[src/rtl/sap3_ext_mem_if.sv]
// CPU-side bus/strobe signals and the program-loader byte stream of the SAP-3 external memory.
// The slave modport belongs to the memory; the master modport belongs to the chip/bench.
interface sap3_ext_mem_if #(
    parameter int ADDR_W = 8
) ();
    logic [15:0]     bus;
    logic            mem_mar_we;
    logic            mem_ram_we;
    logic [7:0]      mem_out;
    logic            ld_start;
    logic [ADDR_W:0] ld_len;
    logic            ld_valid;
    logic [7:0]      ld_data;
    logic            ld_ready;
    logic            ld_busy;
    logic            ld_done;

    modport slave (
        input  bus, mem_mar_we, mem_ram_we, ld_start, ld_len, ld_valid, ld_data,
        output mem_out, ld_ready, ld_busy, ld_done
    );

    modport master (
        output bus, mem_mar_we, mem_ram_we, ld_start, ld_len, ld_valid, ld_data,
        input  mem_out, ld_ready, ld_busy, ld_done
    );
endinterface

[src/rtl/sap3_ext_mem.sv]
// MAR + byte RAM with write-first registered read (mem_out one edge after MAR/RAM update).
// Loader accepts a byte whenever ld_ready (LOAD state); CPU strobes are dropped while busy.
module sap3_ext_mem #(
    parameter int ADDR_W    = 8,
    parameter bit INIT_ZERO = 1'b0
) (
    input  logic          CLK,
    input  logic          rst,
    sap3_ext_mem_if.slave mem
);
    localparam int DEPTH = 2 ** ADDR_W;
    localparam logic [ADDR_W:0] DEPTH_L = (ADDR_W + 1)'(DEPTH);
    localparam logic [ADDR_W:0] LAST_L  = (ADDR_W + 1)'(DEPTH - 1);
    localparam logic [ADDR_W:0] ONE_L   = (ADDR_W + 1)'(1);

    typedef enum logic [1:0] {ST_CLEAR, ST_IDLE, ST_LOAD, ST_DONE} state_t;

    state_t            state_q, state_d;
    logic [ADDR_W:0]   cnt_q, cnt_d;
    logic [ADDR_W:0]   len_q, len_d;
    logic [ADDR_W-1:0] mar_q, mar_d;
    logic [7:0]        mem_out_q, mem_out_d;
    logic              clr_pend_q, clr_pend_d;

    logic              wr_en;
    logic [ADDR_W-1:0] wr_addr;
    logic [7:0]        wr_dat;
    logic              cpu_en;
    logic              ld_ready, ld_busy, ld_done;
    logic              unused_bus;

    logic [7:0] ram [DEPTH];

    // Address bits above ADDR_W are deliberately dropped so MAR wraps modulo DEPTH.
    assign unused_bus = ^mem.bus[15:ADDR_W];

    always_comb begin
        state_d    = state_q;
        cnt_d      = cnt_q;
        len_d      = len_q;
        mar_d      = mar_q;
        clr_pend_d = clr_pend_q;
        wr_en      = 1'b0;
        wr_addr    = mar_q;
        wr_dat     = mem.bus[7:0];
        cpu_en     = 1'b0;
        ld_ready   = 1'b0;
        ld_busy    = 1'b0;
        ld_done    = 1'b0;
        mem_out_d  = 8'h00;

        case (state_q)
            ST_CLEAR: begin
                ld_busy = 1'b1;
                wr_en   = 1'b1;
                wr_addr = cnt_q[ADDR_W-1:0];
                wr_dat  = 8'h00;
                cnt_d   = cnt_q + ONE_L;
                if (cnt_q == LAST_L) begin
                    cnt_d   = '0;
                    state_d = ST_IDLE;
                end
            end
            ST_IDLE: begin
                if (clr_pend_q) begin
                    clr_pend_d = 1'b0;
                    cnt_d      = '0;
                    state_d    = ST_CLEAR;
                end else begin
                    cpu_en = 1'b1;
                    if (mem.ld_start) begin
                        len_d   = (mem.ld_len > DEPTH_L) ? DEPTH_L : mem.ld_len;
                        cnt_d   = '0;
                        state_d = (mem.ld_len == '0) ? ST_DONE : ST_LOAD;
                    end
                end
            end
            ST_LOAD: begin
                ld_ready = 1'b1;
                ld_busy  = 1'b1;
                if (mem.ld_valid) begin
                    wr_en   = 1'b1;
                    wr_addr = cnt_q[ADDR_W-1:0];
                    wr_dat  = mem.ld_data;
                    cnt_d   = cnt_q + ONE_L;
                    if (cnt_q + ONE_L == len_q) begin
                        state_d = ST_DONE;
                    end
                end
            end
            ST_DONE: begin
                ld_done = 1'b1;
                cpu_en  = 1'b1;
                state_d = ST_IDLE;
            end
            default: state_d = ST_IDLE;
        endcase

        // The CPU write always targets the pre-update MAR.
        if (cpu_en) begin
            if (mem.mem_ram_we) begin
                wr_en   = 1'b1;
                wr_addr = mar_q;
                wr_dat  = mem.bus[7:0];
            end
            if (mem.mem_mar_we) begin
                mar_d = mem.bus[ADDR_W-1:0];
            end
        end

        if (state_q == ST_LOAD) begin
            mem_out_d = 8'h00;
        end else if (wr_en && (wr_addr == mar_d)) begin
            mem_out_d = wr_dat;
        end else begin
            mem_out_d = ram[mar_d];
        end
    end

    always_ff @(posedge CLK) begin
        if (rst) begin
            state_q    <= ST_IDLE;
            cnt_q      <= '0;
            len_q      <= '0;
            mar_q      <= '0;
            mem_out_q  <= 8'h00;
            clr_pend_q <= INIT_ZERO;
        end else begin
            state_q    <= state_d;
            cnt_q      <= cnt_d;
            len_q      <= len_d;
            mar_q      <= mar_d;
            mem_out_q  <= mem_out_d;
            clr_pend_q <= clr_pend_d;
        end
    end

    always_ff @(posedge CLK) begin
        if (wr_en && !rst) begin
            ram[wr_addr] <= wr_dat;
        end
    end

    assign mem.mem_out  = mem_out_q;
    assign mem.ld_ready = ld_ready;
    assign mem.ld_busy  = ld_busy;
    assign mem.ld_done  = ld_done;
endmodule

[src/flat_wrapper.sv]
// flat-port wrapper written by rule: the top's interface ports become plain ports
module sap3_ext_mem_flat 
#(
    parameter int ADDR_W    = 8,
    parameter bit INIT_ZERO = 1'b0
)
  (CLK, rst, mem_bus, mem_mem_mar_we, mem_mem_ram_we, mem_ld_start, mem_ld_len, mem_ld_valid, mem_ld_data, mem_mem_out, mem_ld_ready, mem_ld_busy, mem_ld_done);
  sap3_ext_mem_if #(.ADDR_W(ADDR_W)) mem_i ();
  input  logic CLK;
  input  logic rst;
  input wire logic [$bits(mem_i.bus)-1:0] mem_bus;
  input wire logic [$bits(mem_i.mem_mar_we)-1:0] mem_mem_mar_we;
  input wire logic [$bits(mem_i.mem_ram_we)-1:0] mem_mem_ram_we;
  input wire logic [$bits(mem_i.ld_start)-1:0] mem_ld_start;
  input wire logic [$bits(mem_i.ld_len)-1:0] mem_ld_len;
  input wire logic [$bits(mem_i.ld_valid)-1:0] mem_ld_valid;
  input wire logic [$bits(mem_i.ld_data)-1:0] mem_ld_data;
  output wire logic [$bits(mem_i.mem_out)-1:0] mem_mem_out;
  output wire logic [$bits(mem_i.ld_ready)-1:0] mem_ld_ready;
  output wire logic [$bits(mem_i.ld_busy)-1:0] mem_ld_busy;
  output wire logic [$bits(mem_i.ld_done)-1:0] mem_ld_done;
  assign mem_i.bus = mem_bus;
  assign mem_i.mem_mar_we = mem_mem_mar_we;
  assign mem_i.mem_ram_we = mem_mem_ram_we;
  assign mem_i.ld_start = mem_ld_start;
  assign mem_i.ld_len = mem_ld_len;
  assign mem_i.ld_valid = mem_ld_valid;
  assign mem_i.ld_data = mem_ld_data;
  assign mem_mem_out = mem_i.mem_out;
  assign mem_ld_ready = mem_i.ld_ready;
  assign mem_ld_busy = mem_i.ld_busy;
  assign mem_ld_done = mem_i.ld_done;
  sap3_ext_mem #(.ADDR_W(ADDR_W), .INIT_ZERO(INIT_ZERO)) u_core (.CLK(CLK), .rst(rst), .mem(mem_i));
endmodule
[config.mk]
export PLATFORM = sky130hd
export DESIGN_NAME = sap3_ext_mem_flat
export DESIGN_NICKNAME = d
export VERILOG_FILES = /design/src/rtl/sap3_ext_mem_if.sv /design/src/rtl/sap3_ext_mem.sv /design/src/flat_wrapper.sv
export SDC_FILE = /design/constraint.sdc
export NUM_CORES = 2
export LEC_CHECK = 0
export CAP_MARGIN = 20
export CORE_ASPECT_RATIO = 2
export CORE_MARGIN = 2
export CORE_UTILIZATION = 63
export DETAILED_ROUTE_END_ITERATION = 12
export PLACE_DENSITY = 0.78
export REMOVE_ABC_BUFFERS = 1
export SYNTH_ARGS = -nofsm -noshare
export SYNTH_HDL_FRONTEND = slang
export SYNTH_SLANG_ARGS = --single-unit
[constraint.sdc]
create_clock -name CLK -period 18.15 [get_ports CLK]
set_input_delay 3.63 -clock CLK [delete_from_list [all_inputs] [get_ports CLK]]
set_output_delay 3.63 -clock CLK [all_outputs]
set_load 0.02 [all_outputs]
* Word level (Yosys, flattened, before mapping)
Memory sizes are Yosys's and may differ from the RTL's. A register that Yosys moved wholly into a read port is not among the register bits.
Index checks and enable logic that the tools add are counted.
** Word-level totals
- Output and inout bits :: 11
- Memory bits (writable) :: 2048
- Bits in registers :: 28
- Bits in read-only memories :: 0
- Latch bits :: 0
- Memories :: 1
- Input bits :: 39
** Memory list
- u_core.ram :: depth 256, bits a word 8, rd ports 1, clocked after Yosys merged registers in 1, wr ports 1, RTL line sap3_ext_mem.sv:32 : logic [7:0] ram [DEPTH];
** Operators by class
- Reduce and logical (&&, ||, !) cells :: 11
- Bitwise gates (word level) :: 0
- Magnitude comparators :: 1
- Shift-type cells :: 0
- Divide/modulo/power cells :: 0
- Muxes and demuxes :: 31
- Multipliers :: 0
- Equal/unequal tests :: 9
- Add/sub/neg operators :: 1
** Operator list (number)
- $mux 8 :: 8
- $mux 9 :: 4
- $pmux 8 s2 :: 2
- $pmux 9 s3 :: 1
- $mux 1 :: 10
- $add 9x1->9 const B :: 1
- $eq 9x8->1 const B :: 1
- $eq 9x9->1 :: 1
- $gt 9x9->1 const B :: 1
- $logic_not 9->1 :: 1
- $mux 2 :: 4
- $pmux 2 s4 :: 1
- $reduce_or 2->1 :: 3
- $eq 2x2->1 const B :: 2
- $ne 2x1->1 const B :: 2
- $ne 2x2->1 const B :: 2
- $reduce_and 4->1 :: 1
- $reduce_and 3->1 :: 1
- $reduce_bool 3->1 :: 1
- $eq 2x1->1 const B :: 1
- $logic_not 2->1 :: 1
- $pmux 1 s2 :: 1
- $reduce_and 2->1 :: 1
- $logic_and 1x1->1 :: 1
- $logic_not 1->1 :: 1

* Depth between registers and ports, before layout
- Depth after elaboration :: 7
- Mapped depth :: 17
- Depth with buffers taken out :: 13

* Worst setup path after synthesis
OpenSTA, ideal clock, no wires.
- Path type :: in2reg
- Start :: input mem_ld_valid
- End :: memory u_core.ram[0][5] (data pin)
- Stages on the path :: 3
- Arrival time :: 13.900 ns
- Path slack :: 2.051 ns
- Path through :: mux2i_1 -> nor2_1 -> o21ai_0
** On the way
- Word-level cells in the longest chain between the ends :: 4
** RTL lines
- from (decl) :: RTL line flat_wrapper.sv:16 : input wire logic [$bits(mem_i.ld_valid)-1:0] mem_ld_valid;
- $mux 8 * :: RTL line sap3_ext_mem.sv:81 : if (mem.ld_valid) begin
- $pmux 8 s2 * :: RTL line sap3_ext_mem.sv:52 : case (state_q)
- $mux 8 :: RTL line sap3_ext_mem.sv:101 : if (mem.mem_ram_we) begin
- $mux 8 * :: RTL line sap3_ext_mem.sv:100 : if (cpu_en) begin
- named net u_core.wr_dat[5] :: RTL line sap3_ext_mem.sv:27 : logic [7:0] wr_dat;
- to (decl) :: RTL line sap3_ext_mem.sv:32
The timed path passes the listed nets; every way through them passes the cells marked *.

* Final worst setup path
- Start :: input mem_mem_mar_we
- End :: register u_core.mem_out_q[3] (netlist: u_core.mem.mem_out[3]) (read register of u_core.ram)
** On the way
- Word-level cells in the longest chain between the ends :: 2
** RTL lines
- from (decl) :: RTL line flat_wrapper.sv:12 : input wire logic [$bits(mem_i.mem_mar_we)-1:0] mem_mem_mar_we;
- $mux 8 :: RTL line sap3_ext_mem.sv:106 : if (mem.mem_mar_we) begin
- $mux 8 :: RTL line sap3_ext_mem.sv:100
- to (decl) :: RTL line sap3_ext_mem.sv:22 : logic [7:0] mem_out_q, mem_out_d;
Every way passes these cells.
A chain may end at the register's enable or synchronous reset.

==> results.py <==
metrics = {
    "setup_path": {
        "startpoint_type": "input pin",
        "rr_startpoint": "u_core.state_q[1]$_SDFFE_PP0P_",
        "cp_slowest_cell": "buf_4",
        "end_kind": "register",
        "rrSetupSlack_ns": 11.47,
        "worstPathArrival_ns": 9.83,
        "worstPathCellList": "clkdlybuf4s50_1 -> o21ai_4 -> buf_4 -> a21o_4 -> buf_4 -> buf_12 -> buf_4 -> nand3_1 -> o22ai_1 -> o21ai_0 -> nand3_1 -> nor4_1 -> nand4b_1 -> and4bb_1",
        "cp_num_buf_inv": 5,
        "cp.required_ns": 18.88,
        "rr_endpoint": "u_core.mem.mem_out[3]$_SDFF_PP0_",
        "crit_type": "input pin to register",
        "rr_worst_depth": 15,
        "crit_family": "buffers and inverters",
        "slowest_delay_ns": 0.80,
        "cp-startpoint": "mem_mem_mar_we",
        "cp_max_fo": 146,
        "worst_path_most_repeated_cell": "buf_4",
    },
    "placement": {
        "gp_congestion": 0.953,
        "dp_hpwl_um": 142000,
        "pre_cts_ws_ns": 8.43,
        "io_buffers": 41,
    },
    "cts": {
        "cts-root-buf": "clkbuf_16",
        "cts_tree": "yes",
        "cts_setup_buffers": 0,
        "clk_latency_ns": 0.80,
        "cts_max_level": 4,
        "post_cts_resized": 0,
        "path_clk_slew_ns": 0.07,
        "cts_buffer_depth": 3,
        "clock_sinks": 2084,
        "ctsHoldBuffers": 0,
        "cts_buffers": 162,
    },
    "global_routing": {
        "antenna_found_initial": 5,
        "track_usage_pct": 33.0,
        "grt_pass1_vias": 52300,
        "grt_pass1_wl_um": 330000,
        "grt_start_max_net_pins": 258,
        "gr-total-overflow": 0,
    },
    "logic_synthesis": {
        "synth_ff_type": "edfxtp_1",
        "synth.distinct_cells": 85,
        "syn-mean-instance-area_um2": 13.5,
        "async_flop_share_pct": 0,
        "synth_edf_count": 2048,
        "syn_area_um2": 84100,
        "synth-seq-cells": 2084,
        "ys_seq_area_share_pct": 74.0,
        "synthCells": 6228,
        "ys.warnings.count": 0,
    },
    "die": {
        "io-pin-count": 50,
        "die_w_um": 262,
        "fp.dieH_um": 521,
        "start_util_pct": 63.5,
        "die-area_um2": 137000,
        "fp-row-count": 189,
        "core_region_area_um2": 132000,
    },
    "worst_hold_path": {
        "min_path_type": "register to register",
        "holdPathStages": 2,
        "min_from": "u_core.len_q[8]$_SDFFE_PP0P_",
        "holdPathEnd": "u_core.len_q[8]$_SDFFE_PP0P_",
    },
    "detailed_routing": {
        "wl_per_cell_um": 28.5,
        "firstDrtPassIters": 8,
        "drt_iter0_markers": 7130,
        "antenna_left": 0,
        "routed_via_density": 6.64,
        "drc_errors": 0,
        "vias": 53100,
        "totalWireLength_um": 228000,
    },
    "final_layout": {
        "fin_nets": 6186,
        "final_common_cell": "edfxtp_1",
        "drive_above_1_share_pct": 6.86,
        "synthToLayoutAreaGrowth_pct": 8.26,
        "multi_input_area_um2": 20000,
        "seq_area_um2": 62200,
        "layout_common_cells": "edfxtp_1, nand2_1, nand3_1",
        "fillers": 8459,
    },
    "pwr": {
        "peakVddDrop_mv": 0.103,
        "power-per-cell-area_nw_per_um2": 135,
        "power_leakage_uw": 0.0300,
    },
    "sta": {
        "min_period_ns": 9.10,
        "hold_viol": 0,
        "rsz0062_at_grt": "no",
        "clock.fmax_mhz": 110,
        "setup_ws_ns": 9.05,
        "skew_ns": 0.0215,
        "max_slew.worst_pin.slew_ns": 1.32,
        "slew_violations": 0,
        "min_period_over_period_pct": 50.2,
        "slew_headroom_pct": 12.1,
        "fin_setup_tns_ns": 0,
        "setup-violations-final": 0,
    },
    "job": {
        "cap_violations": 0,
    },
    "status": {
        "status": "finished, final reports clean",
    },
}
## worst max path at each step
stage | cells after the start | endpoint
2_1_floorplan | 3 | u_core.ram[0][5]$_DFFE_PP_
3_3_place_gp | 14 | u_core.mem.mem_out[0]$_SDFF_PP0_
3_5_place_dp | 14 | u_core.mem.mem_out[0]$_SDFF_PP0_
4_1_cts | 14 | u_core.mem.mem_out[0]$_SDFF_PP0_
5_1_grt | 14 | u_core.mem.mem_out[0]$_SDFF_PP0_
6_report | 14 | u_core.mem.mem_out[3]$_SDFF_PP0_
## flip-flops by register name, summed over array words and instances, names as in the netlist
register / count
u_core.ram: 2048
u_core.cnt_q: 9
u_core.state_q: 2
u_core.mem.mem_out: 8
u_core.mar_q: 8
u_core.len_q: 9
## synthesized netlist by cell type, drive strengths merged (6+ instances only)
master | number | area (um2)
a211o | 6 | 52.6
a211oi | 12 | 90.1
a21oi | 151 | 782
a221o | 7 | 70.1
a221oi | 23 | 201
a22o | 14 | 123
a22oi | 35 | 263
a311oi | 20 | 181
a31oi | 113 | 713
a32oi | 43 | 377
and3 | 31 | 194
and4bb | 6 | 75.1
buf | 286 | 1620
clkbuf | 110 | 413
dfxtp | 36 | 721
edfxtp | 2048 | 61500
ha | 9 | 113
inv | 24 | 90.1
mux2 | 7 | 82.6
mux2i | 223 | 2250
mux4 | 36 | 833
nand2 | 1556 | 5850
nand2b | 11 | 68.8
nand3 | 697 | 3490
nand4 | 86 | 553
nand4b | 7 | 61.3
nor2 | 335 | 1260
nor2b | 21 | 131
nor3 | 36 | 185
nor3b | 11 | 82.6
nor4 | 19 | 119
o2111ai | 14 | 123
o211ai | 15 | 113
o21ai | 42 | 214
o221ai | 16 | 140
o22ai | 38 | 238
o31ai | 6 | 45.0
o41ai | 7 | 61.3
xnor2 | 13 | 114
## cell families (layout without fill, tap and decap cells)
logic type,Yosys count,count (layout),synth area share [%]
other,0,5,0
XOR/XNOR,18,18,0.187
AO/OA/AOI/OAI,602,602,4.95
buffers and inverters,420,460,2.52
adder cells (fa/ha/maj),9,9,0.134
multiplexers,266,266,3.76
AND/OR/NAND/NOR,2829,2829,14.5
flip-flops,2084,2084,74.0
## stage by stage
step           area, um2  util, %  instances  power, uW  hold WS, ns
3_5_place_dp       85700     64.7       7690       8730        0.473
3_3_place_gp       85700     64.7       7689       8660        0.469
6_report           91000     68.7       7992      12300        0.483
5_1_grt            91000     68.7       7989      12600        0.497
2_1_floorplan      82100        -       5832       8170        0.443
4_1_cts            91000     68.7       7984      12200        0.482
## worst register-to-register path: stages, from the launching register on
cell	delay [ns]
dfxtp_1	0.40
inv_1	0.10
ha_1	0.37
o21ai_4	0.19
buf_4	0.50
a21o_4	0.56
buf_4	0.72
buf_12	0.63
buf_4	0.92
nand3_1	0.78
o22ai_1	0.29
o21ai_0	0.12
nand3_1	0.15
nor4_1	0.10
nand4b_1	0.51
and4bb_1	0.27
## area by class of cell
cell class	count	area share, %
clock buffers	197	4.68
diodes	5	0.0137
multi-input cells	3724	22.0
flip-flops and latches	2084	68.3
repair buffers	142	1.37
inverters	24	0.0990
clock inverters	97	1.15
well taps	1719	2.36
## power by group
part	leakage [uW]	switching (uW)	internal (uW)
logic	0.00863	2320	735
registers	0.0188	29.4	5650
clock network	0.00257	1630	1960
total	0.0300	3980	8340
## per-layer routing
metal | vias up | track usage (%) | wire [um]
met5 | - | 0 | 25
met4 | 4 | 29.8 | 23700
met3 | 940 | 6.45 | 20600
met2 | 3364 | 55.4 | 114000
met1 | 25800 | 35.2 | 69900
li1 | 22900 | - | -
Power figures use the tool's default switching activity.
